`config.mk`:
```
export PLATFORM = sky130hd
export DESIGN_NAME = instruction_fetch
export DESIGN_NICKNAME = d
export VERILOG_FILES = /design/src/rtl/instruction_fetch_pkg.sv /design/src/rtl/instruction_fetch_counter.sv /design/src/rtl/instruction_fetch.sv
export SDC_FILE = /design/constraint.sdc
export NUM_CORES = 1
export LEC_CHECK = 0
export CAP_MARGIN = 10
export CORE_UTILIZATION = 37
export DETAILED_ROUTE_END_ITERATION = 6
export PLACE_DENSITY = 0.76
export REMOVE_ABC_BUFFERS = 1
export SLEW_MARGIN = 20
export SYNTH_ARGS = -nofsm -noshare
export SYNTH_HDL_FRONTEND = slang
export SYNTH_HIERARCHICAL = 1
export SYNTH_SLANG_ARGS = --single-unit
export TNS_END_PERCENT = 100
```
`constraint.sdc`:
```
create_clock -name CLK -period 2.4 [get_ports CLK]
set_clock_uncertainty 0.2 [all_clocks]
set_input_delay 0.48 -clock CLK [delete_from_list [all_inputs] [get_ports CLK]]
set_output_delay 0.48 -clock CLK [all_outputs]
set_load 0.05 [all_outputs]
```
`src/rtl/instruction_fetch_pkg.sv`:
```
// Shared definitions for the fetch unit and the decode/execute stages that consume its IR.
package instruction_fetch_pkg;

  localparam int unsigned IF_AW = 4;
  localparam int unsigned IF_DW = 13;

  typedef enum logic [1:0] {
    ST_IDLE  = 2'd0,
    ST_RUN   = 2'd1,
    ST_DRAIN = 2'd2
  } if_state_e;

  // Opcode field values interpreted downstream of fetch
  localparam logic [6:0] OP_ADD  = 7'b0000010;
  localparam logic [6:0] OP_DEC  = 7'b0000110;
  localparam logic [6:0] OP_LOAD = 7'b0010000;
  localparam logic [6:0] OP_ADDI = 7'b1000010;
  localparam logic [6:0] OP_BRZ  = 7'b1100000;
  localparam logic [6:0] OP_JUMP = 7'b1110000;

endpackage

```
`src/rtl/instruction_fetch_counter.sv`:
```
// Saturating event counter with synchronous clear; clear wins over enable.
module instruction_fetch_counter #(
  parameter int unsigned W = 8
) (
  input  logic         clk,
  input  logic         rst_n,
  input  logic         clr,
  input  logic         en,
  output logic [W-1:0] cnt
);

  logic [W-1:0] cnt_d, cnt_q;

  always_comb begin
    cnt_d = cnt_q;
    if (clr) begin
      cnt_d = '0;
    end else if (en && (cnt_q != {W{1'b1}})) begin
      cnt_d = cnt_q + W'(1);
    end
  end

  always_ff @(posedge clk or negedge rst_n) begin
    if (!rst_n) begin
      cnt_q <= '0;
    end else begin
      cnt_q <= cnt_d;
    end
  end

  assign cnt = cnt_q;

endmodule

```
`src/rtl/instruction_fetch.sv`:
```
// Fetch unit: owns the instruction SRAM port, holds the PC and presents a
// registered IR to decode over valid/ready; the loader owns the SRAM while idle.
module instruction_fetch
  import instruction_fetch_pkg::*;
#(
  parameter int unsigned AW       = IF_AW,
  parameter int unsigned DW       = IF_DW,
  parameter int unsigned RESET_PC = 0,
  parameter int unsigned CNT_W    = 8
) (
  input  logic             CLK,
  input  logic             RST_N,
  input  logic             START,
  input  logic             STOP,
  input  logic             LD_EN,
  input  logic [AW-1:0]    LD_ADDR,
  input  logic [DW-1:0]    LD_DATA,
  output logic [AW-1:0]    IM_A,
  output logic             IM_WR,
  output logic [DW-1:0]    IM_D,
  input  logic [DW-1:0]    IM_Q,
  output logic [DW-1:0]    IR,
  output logic [AW-1:0]    IR_PC,
  output logic             IR_VALID,
  input  logic             IR_READY,
  input  logic             BR_TAKEN,
  input  logic [AW-1:0]    BR_TARGET,
  output logic             BUSY,
  output logic [CNT_W-1:0] FETCH_CNT
);

  if_state_e      state_d, state_q;
  logic [AW-1:0]  pc_d, pc_q;
  logic [DW-1:0]  ir_d, ir_q;
  logic [AW-1:0]  ir_pc_d, ir_pc_q;
  logic           ir_valid_d, ir_valid_q;
  logic           busy_d, busy_q;
  logic           fire;
  logic           cnt_clr;

  // Next-state: redirect beats stop, stop beats fetch
  always_comb begin
    state_d    = state_q;
    pc_d       = pc_q;
    ir_d       = ir_q;
    ir_pc_d    = ir_pc_q;
    ir_valid_d = ir_valid_q;
    fire       = 1'b0;
    cnt_clr    = 1'b0;
    case (state_q)
      ST_IDLE: begin
        if (START) begin
          state_d = ST_RUN;
          pc_d    = AW'(RESET_PC);
          cnt_clr = 1'b1;
        end
      end
      ST_RUN: begin
        if (BR_TAKEN) begin
          pc_d       = BR_TARGET;
          ir_valid_d = 1'b0;
          if (STOP) state_d = ST_IDLE;
        end else if (STOP) begin
          if (IR_READY) ir_valid_d = 1'b0;
          state_d = ir_valid_d ? ST_DRAIN : ST_IDLE;
        end else if (!ir_valid_q || IR_READY) begin
          fire       = 1'b1;
          ir_d       = IM_Q;
          ir_pc_d    = pc_q;
          ir_valid_d = 1'b1;
          pc_d       = pc_q + AW'(1);
        end
      end
      ST_DRAIN: begin
        if (BR_TAKEN) begin
          pc_d       = BR_TARGET;
          ir_valid_d = 1'b0;
          state_d    = ST_IDLE;
        end else if (IR_READY) begin
          ir_valid_d = 1'b0;
          state_d    = ST_IDLE;
        end
      end
      default: state_d = ST_IDLE;
    endcase
    busy_d = (state_d != ST_IDLE);
  end

  always_ff @(posedge CLK or negedge RST_N) begin
    if (!RST_N) begin
      state_q    <= ST_IDLE;
      pc_q       <= AW'(RESET_PC);
      ir_q       <= '0;
      ir_pc_q    <= '0;
      ir_valid_q <= 1'b0;
      busy_q     <= 1'b0;
    end else begin
      state_q    <= state_d;
      pc_q       <= pc_d;
      ir_q       <= ir_d;
      ir_pc_q    <= ir_pc_d;
      ir_valid_q <= ir_valid_d;
      busy_q     <= busy_d;
    end
  end

  instruction_fetch_counter #(
    .W (CNT_W)
  ) u_fetch_counter (
    .clk   (CLK),
    .rst_n (RST_N),
    .clr   (cnt_clr),
    .en    (fire),
    .cnt   (FETCH_CNT)
  );

  // SRAM port: loader address while idle, PC otherwise; START suppresses a loader write
  assign IM_A  = (state_q == ST_IDLE) ? LD_ADDR : pc_q;
  assign IM_WR = (state_q == ST_IDLE) && LD_EN && !START;
  assign IM_D  = LD_DATA;

  assign IR       = ir_q;
  assign IR_PC    = ir_pc_q;
  assign IR_VALID = ir_valid_q;
  assign BUSY     = busy_q;

endmodule

```
## Word level (Yosys, flattened, before mapping)

Index checks and enable logic that the tools add are counted.

| storage, ports and cells | value |
|---|---|
| register bits | 33 |
| output and inout port bits | 45 |
| logic and storage cells | 65 |

| cells by class | value |
|---|---|
| add/sub/neg operators | 2 |
| eq/ne operators | 8 |
| multiplexer cells | 32 |
| bitwise operators | 2 |
| reduce and logical (&&, ||, !) cells | 14 |

Operator list:

| operator | count |
|---|---|
| $mux 4 | 6 |
| $mux 8 | 2 |
| $mux 1 | 14 |
| $mux 2 | 7 |
| $pmux 4 s3 | 1 |
| $add 8x1->8 const B | 1 |
| $ne 8x8->1 const B | 1 |
| $ne 3x3->1 const B | 2 |
| $pmux 2 s3 | 1 |
| $reduce_bool 2->1 | 3 |
| $reduce_and 5->1 | 1 |
| $add 4x1->4 const B | 1 |
| $ne 2x2->1 const B | 2 |
| $ne 4x4->1 const B | 1 |
| $reduce_and 4->1 | 1 |
| $logic_and 1x1->1 | 3 |
| $reduce_bool 3->1 | 1 |
| $eq 2x1->1 const B | 1 |
| $eq 2x2->1 const B | 1 |
| $logic_not 1->1 | 2 |
| $logic_not 2->1 | 1 |
| $not 1->1 | 2 |
| $pmux 1 s2 | 1 |
| $reduce_and 2->1 | 1 |
| $logic_or 1x1->1 | 1 |

## Longest topological paths before layout

Gate-level depths: netlist (run 1).

| depth | value |
|---|---|
| depth in word-level cells | 9 |
| gate-level depth with buffers | 10 |
| mapped depth without buffers | 7 |

## Modules after synthesis

Netlist (run 1), hierarchy kept.

Modules (own cells, without submodules):

| module | instances | cells each | area an instance (um^2) | sequential area each (um^2) |
|---|---|---|---|---|
| instruction_fetch | 1 | 114 | 1413.9 | 625.6 |
| instruction_fetch_counter | 1 | 49 | 464.2 | 200.2 |

## Least setup slack after synthesis (run 1)

OpenSTA, ideal clock, no wires.

| timing | value |
|---|---|
| path type | register -> register |
| start | register state_q[1] |
| end | register u_fetch_counter.cnt_q[7] (netlist: u_fetch_counter/cnt[7]) |
| setup time | 0.094 ns |
| data arrival time | 2.149 ns |
| required time | 2.106 ns |
| setup slack | -0.043 ns |
| stages on the path, launching flop included | 11 |
| path buffers | 3 |
| period minus slack after synthesis | 2.443 ns |
| path through | dfrtp_1 -> inv_1 -> ha_1 -> nor2b_4 -> nor3b_2 -> buf_6 -> buf_12 -> buf_2 -> nand3_1 -> or3_1 -> a211oi_1 |

| between the ends | value |
|---|---|
| longest elaborated chain between the ends | 4 |
| elaborated cells on any way between the ends | 7 |
| those cells by class | eq/ne: 1; mux: 3; reduce/logical: 3 |

Ends and longest elaborated chain:

| what | line | source |
|---|---|---|
| start: declaration | instruction_fetch.sv:32 | `if_state_e state_d, state_q;` |
| start signal: assignment | instruction_fetch.sv:98 | `state_q <= state_d;` |
| $eq 2x1->1 | instruction_fetch.sv:50 | `case (state_q)` |
| $mux 1 | instruction_fetch.sv:50 |  |
| via fire | instruction_fetch.sv:38 | `logic fire;` |
| $logic_and 1x1->1 | instruction_fetch_counter.sv:18 | `end else if (en && (cnt_q != {W{1'b1}})) begin` |
| $reduce_bool 2->1 (no line) | -- |  |
| end signal: assignment | instruction_fetch_counter.sv:27 | `cnt_q <= cnt_d;` |
| end: declaration | instruction_fetch_counter.sv:12 | `logic [W-1:0] cnt_d, cnt_q;` |

The timed path passes the listed nets, and every way through them passes these cells.
A chain may end at the register's enable or synchronous reset.

## Final worst setup path (run 1)

| timing | value |
|---|---|
| start | register state_q[1] |
| end | output port IM_WR |

| between the ends | value |
|---|---|
| longest elaborated chain between the ends | 3 |

Ends and longest elaborated chain:

| what | line | source |
|---|---|---|
| $logic_not 2->1 | instruction_fetch.sv:119 | `assign IM_WR = (state_q == ST_IDLE) && LD_EN && !START;` |
| $logic_and 1x1->1 (2 in a row) | instruction_fetch.sv:119 |  |
| end: declaration | instruction_fetch.sv:19 | `output logic IM_WR,` |

Every way passes these cells.

==> flow_metrics.env, run 1 <==
export IMPL_ant_nets=0
export IMPL_routability_driven_placement_congestion_ratio=0.792
export IMPL_synth_top_cells_by_area="dfrtp_1 44%, mux2_2 9.6%, mux2_4 7.2%"
export IMPL_layout_worst_path_cycle_share_pct=97.5
export IMPL_placed_cells_incl_taps=279
export IMPL_die_height_um=73.2
export IMPL_grtUsageMet1_pct=21.4
export IMPL_timing_rr_end="u_fetch_counter/cnt[3]$_DFFE_PN0P_"
export IMPL_vias_per_cell=5.06
export IMPL_synth_top_family_by_area="multiplexers"
export IMPL_synth_commonest_cells="33 x dfrtp_1, 16 x mux2_2, 14 x buf_4"
export IMPL_setup_worst_path_end="IM_WR"
export IMPL_syn_inst=163
export IMPL_vdd_drop_max_mv=0.800
export IMPL_n_antenna_cell=0
export IMPL_cts_hold_buf=0
export IMPL_synth_area_um2=1880
export IMPL_cts_tree="done"
export IMPL_placement_stage_cell_area_um2=2520
export IMPL_globalRouteMet2Util_pct=25.5
export IMPL_clock_sink_count=33
export IMPL_fin_nets=268
export IMPL_detail_route_iter0_violations=65
export IMPL_synth_enable_flop_cells=0
export IMPL_synth_area_in_compound_gates_pct=8.06
export IMPL_status="finished clean"
export IMPL_hold_viol=0
export IMPL_numPortBuffers=59
export IMPL_yosys_area_top_type="dfrtp_1"
export IMPL_grt_max_degree=34
export IMPL_critPathRequiredTime_ns=1.72
export IMPL_worst_endpoint_arrival_ns=1.66
export IMPL_vias_in_the_first_global_route=1433
export IMPL_synth_main_ff_cell="dfrtp_1"
export IMPL_layout_core_utilization_pct=55.6
export IMPL_synth_ff_latch_count=33
export IMPL_max_cap_viol_count=0
export IMPL_slew_headroom_pct=52.1
export IMPL_yosysUniqueCellTypes=45
export IMPL_start_point_of_the_critical_path="state_q[1]$_DFF_PN0_"
export IMPL_total_leakage_power_nw=1.12
export IMPL_final_setup_viol_count=0
export IMPL_critical_path_endpoint_type="output port"
export IMPL_holdCritPathClass="in -> async"
export IMPL_routedWlPerCell_um=14.7
export IMPL_async_flop_share_pct=100
export IMPL_dp_final_hpwl_um=3020
export IMPL_htree_num_levels=2
export IMPL_cts_path_max_buffers=2
export IMPL_drc=0
export IMPL_synth_simple_gate_area_share_pct=15.7
export IMPL_worstRegToRegCells=8
export IMPL_worst_skew_pair_late_latency_ns=0.28
export IMPL_tightest_slew_ns=0.719
export IMPL_std_cell_rows=25
export IMPL_drive_gt1_share_pct=25.3
export IMPL_floorplan_initialDensity_pct=39.0
export IMPL_clk_pin_slew_ns=0.07
export IMPL_syn_to_final_growth_pct=42.6
export IMPL_timing_fmax_ghz=0.427
export IMPL_number_of_max_slew_violations_in_the_final_report=0
export IMPL_die_area_um2=5360
export IMPL_finalWirelength_um=4220
export IMPL_largest_fanout_on_the_critical_path=7
export IMPL_core_ar_um2=4820
export IMPL_cellInternalPower_mw=1.95
export IMPL_switching_power_of_the_nets_mw=1.46
export IMPL_grt_busiest_layer="met2"
export IMPL_comb_power_share_pct=57.5
export IMPL_power_frac_seq_pct=26.8
export IMPL_muxShareOfSynthArea_pct=17.9
export IMPL_power_per_cell_area_nw_per_um2=1270
export IMPL_global_route_overflow_total=0
export IMPL_detail_route_first_pass_iterations=4
export IMPL_num_io_pins=86
export IMPL_globalRouteTotalUtil_pct=16.5
export IMPL_total_number_of_yosys_warnings=6
export IMPL_period_minus_slack_ns=2.34
export IMPL_synth_top_cell_area_share_pct=44.0
export IMPL_setup_worst_path_start_class="register"
export IMPL_root_buffer="clkbuf_8"
export IMPL_synth_adder_area_share_pct=4.66
export IMPL_synth_xor_xnor_area_share_pct=0.933
export IMPL_avgSynthCellArea_um2=11.5
export IMPL_vias=1457
export IMPL_ys_seq_area_share_pct=44.0
export IMPL_die_width_um=73.2
export IMPL_power_share_switching_pct=42.8
export IMPL_critPathKind="reg -> out"
export IMPL_rr_startpoint="state_q[1]$_DFF_PN0_"
export IMPL_grt_antenna_before_repair=0
export IMPL_tritoncts_num_buffers=5
export IMPL_grt_met3_usage_pct=6.22
export IMPL_rrSetupSlack_ns=0.13
export IMPL_clkPwrFrac_pct=15.7
export IMPL_yosysMostFrequentCell="dfrtp_1"
export IMPL_number_of_standard_cells_in_the_layout_taps_in_and_fillers_out=288
export IMPL_final_design_area_no_fill_um2=2680
export IMPL_grt_first_pass_wirelength_um=6710
[kinds of logic (layout without fill, tap and decap cells)]
kind of cell / after synthesis / in the layout
fa+ha+maj: 7 / 7
buf+inv: 23 / 81
xor+xnor: 2 / 2
simple gates: 48 / 48
mux: 27 / 27
flops: 33 / 33
compound gates: 23 / 23
[cells in the final DEF, fill, tap and decap left out, types with 3 or more instances in the layout]
cell type	n
ha_1	5
nor3b_1	3
nand2b_1	3
clkdlybuf4s50_1	53
inv_1	5
nand3_1	4
nand2_1	5
a21oi_1	4
mux2_2	16
nor2_1	4
o21ai_0	6
clkbuf_8	6
nor2b_1	7
and2_1	3
nor3_1	6
dfrtp_1	32
mux2_4	9
buf_4	9
buf_12	5
[how the worst min path moves through the flow]
stage                                    start                                  to  slack [ns]
after floorplan                          RST_N                      BUSY$_DFF_PN0_       -0.02
after global placement       IR[1]$_DFFE_PN0P_                   IR[1]$_DFFE_PN0P_        0.29
after detailed placement  IR_PC[0]$_DFFE_PN0P_                IR_PC[0]$_DFFE_PN0P_        0.29
after CTS                                RST_N                IR_VALID$_DFFE_PN0P_        0.08
after global routing                     RST_N  u_fetch_counter/cnt[2]$_DFFE_PN0P_        0.12
final                                    RST_N  u_fetch_counter/cnt[2]$_DFFE_PN0P_        0.05
[registers in the layout, summed over array words and instances, names as in the netlist]
register and count:
IR 13, u_fetch_counter/cnt 8, IR_PC 4, pc_q 4, state_q 2, BUSY 1, IR_VALID 1
[stage by stage]
stage                     worst slack (ns)  hold slack (ns)  setup TNS [ns]  power [mW]
after floorplan                     -0.748          -0.0156          -10.02        2.13
after global placement              0.0776            0.289               0        2.81
after detailed placement            0.0258            0.292               0        2.83
after CTS                           0.0339           0.0820               0        3.39
after global routing               -0.0115            0.121         -0.0115        3.58
final                               0.0603           0.0520               0        3.41
[power by group through the flow]
stage	Sequential, mW	Clock, mW	Combinational (mW)
3_5_place_dp	0.918	0	1.92
3_3_place_gp	0.917	0	1.90
2_1_floorplan	1.48	0	0.644
5_1_grt	0.945	0.580	2.05
4_1_cts	0.915	0.547	1.93
6_report	0.915	0.536	1.96
[critical path: stages, from the launching register on]
cell,delay (ns)
dfrtp_1,0.43
inv_1,0.18
ha_4,0.22
nor2b_2,0.20
and2_1,0.20
buf_12,0.15
[metal layers]
| metal | wire [um] | up-vias |
|---|---|---|
| met5 | 0 | - |
| li1 | - | 682 |
| met3 | 344 | 4 |
| met1 | 1900 | 708 |
| met4 | 27 | 0 |
| met2 | 1950 | 63 |
[cell type report]
type / count / area, um2
Fill cell: 433 / 2140
Multi-Input combinational cell: 107 / 928
Sequential cell: 33 / 827
Timing Repair Buffer: 68 / 703
Clock buffer: 7 / 86.3
Tap cell: 67 / 83.8
Clock inverter: 1 / 30.0
Inverter: 5 / 18.8
[what timing repair did]
action,CTS,global route
resized for setup,2,6
endpoints found under the hold margin,0,0
setup endpoints to repair,5,12
buffers inserted,0,1
pin swaps,0,0
No activity file was read; power rests on OpenSTA's default activity.
==> run 2: changes to the inputs <==
--- a/config.mk
+++ b/config.mk
@@ -5,10 +5,11 @@
 export SDC_FILE = /design/constraint.sdc
 export NUM_CORES = 1
 export LEC_CHECK = 0
-export CAP_MARGIN = 10
-export CORE_UTILIZATION = 37
+export CAP_MARGIN = 5
+export CORE_UTILIZATION = 43
+export CTS_BUF_LIST = sky130_fd_sc_hd__clkbuf_8
 export DETAILED_ROUTE_END_ITERATION = 6
-export PLACE_DENSITY = 0.76
+export PLACE_DENSITY = 0.83
 export REMOVE_ABC_BUFFERS = 1
 export SLEW_MARGIN = 20
 export SYNTH_ARGS = -nofsm -noshare
==> constraint.sdc (replaced) <==
create_clock -name CLK -period 2.3 [get_ports CLK]
set_clock_uncertainty 0.2 [all_clocks]
set_input_delay 0.46 -clock CLK [delete_from_list [all_inputs] [get_ports CLK]]
set_output_delay 0.46 -clock CLK [all_outputs]
set_load 0.05 [all_outputs]
==> run 2 against run 1 <==
Net effect:
- via count grew 1.2%
- combinational power is essentially flat
- highest routed layer unchanged
- clock power shrank 19%
- global-route usage grew 3.6 points
==> flow_metrics.env, run 2 (synthesis results as in run 1) <==
export IMPL_worst_skew_pair_late_latency_ns=0.29
export IMPL_cts_tree="done"
export IMPL_hold_viol=0
export IMPL_detail_route_first_pass_iterations=4
export IMPL_detail_route_iter0_violations=94
export IMPL_fin_nets=273
export IMPL_layout_worst_path_cycle_share_pct=97.3
export IMPL_cpLargestDelayFamily="buffers and inverters"
export IMPL_globalRouteTotalUtil_pct=20.0
export IMPL_clock_sink_count=33
export IMPL_final_common_cell="clkdlybuf4s50_1"
export IMPL_slew_headroom_pct=65.3
export IMPL_holdCritPathClass="reg -> reg"
export IMPL_layout_cells_most_common_list="53 x clkdlybuf4s50_1, 33 x dfrtp_1, 18 x buf_4"
export IMPL_critical_path_endpoint_type="output port"
export IMPL_max_cap_viol_count=0
export IMPL_tritoncts_num_buffers=5
export IMPL_std_cell_rows=23
export IMPL_largest_fanout_on_the_critical_path=6
export IMPL_critPathBufInv=1
export IMPL_root_buffer="clkbuf_8"
export IMPL_critPathRequiredTime_ns=1.64
export IMPL_grt_antenna_before_repair=0
export IMPL_htree_num_levels=2
export IMPL_crit_chain="clkdlybuf4s50_1"
export IMPL_cts_path_max_buffers=2
export IMPL_vias_per_cell=5.36
export IMPL_critPathKind="reg -> out"
export IMPL_power_per_cell_area_nw_per_um2=1280
export IMPL_number_of_flip_flops_under_the_largest_register_name=13
export IMPL_number_of_max_slew_violations_in_the_final_report=0
export IMPL_worst_path_max_delay_cell="clkdlybuf4s50_1"
export IMPL_worst_endpoint_arrival_ns=1.58
export IMPL_floorplan_initialDensity_pct=46.0
export IMPL_syn_to_final_growth_pct=39.5
export IMPL_num_io_pins=86
export IMPL_die_width_um=68.1
export IMPL_timing_critical_path_slowest_cell_delay_ns=0.84
export IMPL_ant_nets=0
export IMPL_finalWirelength_um=4250
export IMPL_clk_pin_slew_ns=0.07
export IMPL_vias_in_the_first_global_route=1427
export IMPL_rrSetupSlack_ns=0.09
export IMPL_tightest_slew_ns=0.519
export IMPL_routedWlPerCell_um=15.5
export IMPL_routability_driven_placement_congestion_ratio=0.868
export IMPL_grt_max_degree=34
export IMPL_n_antenna_cell=0
export IMPL_hold_slack_ns=0.308
export IMPL_global_route_overflow_total=0
export IMPL_timing_fmax_ghz=0.447
export IMPL_drive_gt1_share_pct=26.7
export IMPL_numPortBuffers=59
export IMPL_vdd_drop_max_mv=0.841
export IMPL_die_height_um=68.1
export IMPL_status="finished clean"
export IMPL_final_setup_viol_count=0
export IMPL_core_ar_um2=4090
export IMPL_layout_core_utilization_pct=64.1
export IMPL_total_leakage_power_nw=1.13
export IMPL_drc=0
export IMPL_die_area_um2=4640
export IMPL_grt_first_pass_wirelength_um=6690
export IMPL_period_minus_slack_ns=2.24
export IMPL_vias=1474
export IMPL_setup_worst_path_start_class="register"
export IMPL_dp_final_hpwl_um=3120
-- run 2: path summary, 6_finish.rpt --
path / cells after the start / to / startpoint
max in group asynchronous: 2 / IR[9]$_DFFE_PN0P_ / RST_N
min in group asynchronous: 2 / u_fetch_counter/cnt[2]$_DFFE_PN0P_ / RST_N
worst min-delay path: 1 / IR_PC[0]$_DFFE_PN0P_ / IR_PC[0]$_DFFE_PN0P_
worst max-delay path: 1 / FETCH_CNT[3] / u_fetch_counter/cnt[3]$_DFFE_PN0P_
worst max register to register: 7 / u_fetch_counter/cnt[0]$_DFFE_PN0P_ / state_q[1]$_DFF_PN0_
worst min register to register: 1 / IR_PC[0]$_DFFE_PN0P_ / IR_PC[0]$_DFFE_PN0P_
-- run 2: area by class of cell --
class                   count  area, um2
multi-input cells         107        921
well taps                  50       62.6
fillers                   322       1470
clock inverters             1       3.75
repair buffers             73        706
flip-flops and latches     33        826
inverters                   5       18.8
clock buffers               6       82.6
-- run 2: where the power goes --
part	leakage (nW)	internal, mW	switching [mW]	total [mW]
combinational	0.656	0.845	1.14	1.99
sequential	0.425	0.791	0.153	0.945
clock	0.0485	0.233	0.200	0.433
total	1.13	1.87	1.50	3.37
-- run 2: through the flow --
step	power, mW	std cells	TNS, ns	instance area (um2)	setup WS (ns)
after floorplan	2.22	145	-12.52	1730	-0.848
after global placement	2.87	266	-0.0253	2490	-0.0247
after detailed placement	2.90	266	-0.242	2490	-0.122
after CTS	3.37	273	0	2590	0.0122
after global routing	3.55	275	-0.0129	2620	-0.0129
final	3.37	275	0	2620	0.0615
-- run 2: metal layers --
layer  global-route usage (%)  up-vias  share of wire (%)  routed length [um]
li1                         -      690                  -                   -
met1                     25.7      718                 44                1890
met2                     29.7       61                 46                1970
met3                     7.50        5                8.5                 361
met4                     8.59        0               0.87                  37
met5                     3.75        -                  0                   0
-- run 2: worst reg2reg max path, stage by stage, from the launching register on --
cell      delay [ns]
dfrtp_1         0.43
inv_2           0.12
ha_1            0.18
nor2b_4         0.16
nor3b_4         0.26
buf_4           0.16
a21boi_1        0.22
mux2_2          0.36
-- run 2: repair_timing --
item                       CTS  global route
buffers inserted             0             2
hold buffers                 0             0
resized for setup            3             5
setup endpoints to repair    5             9
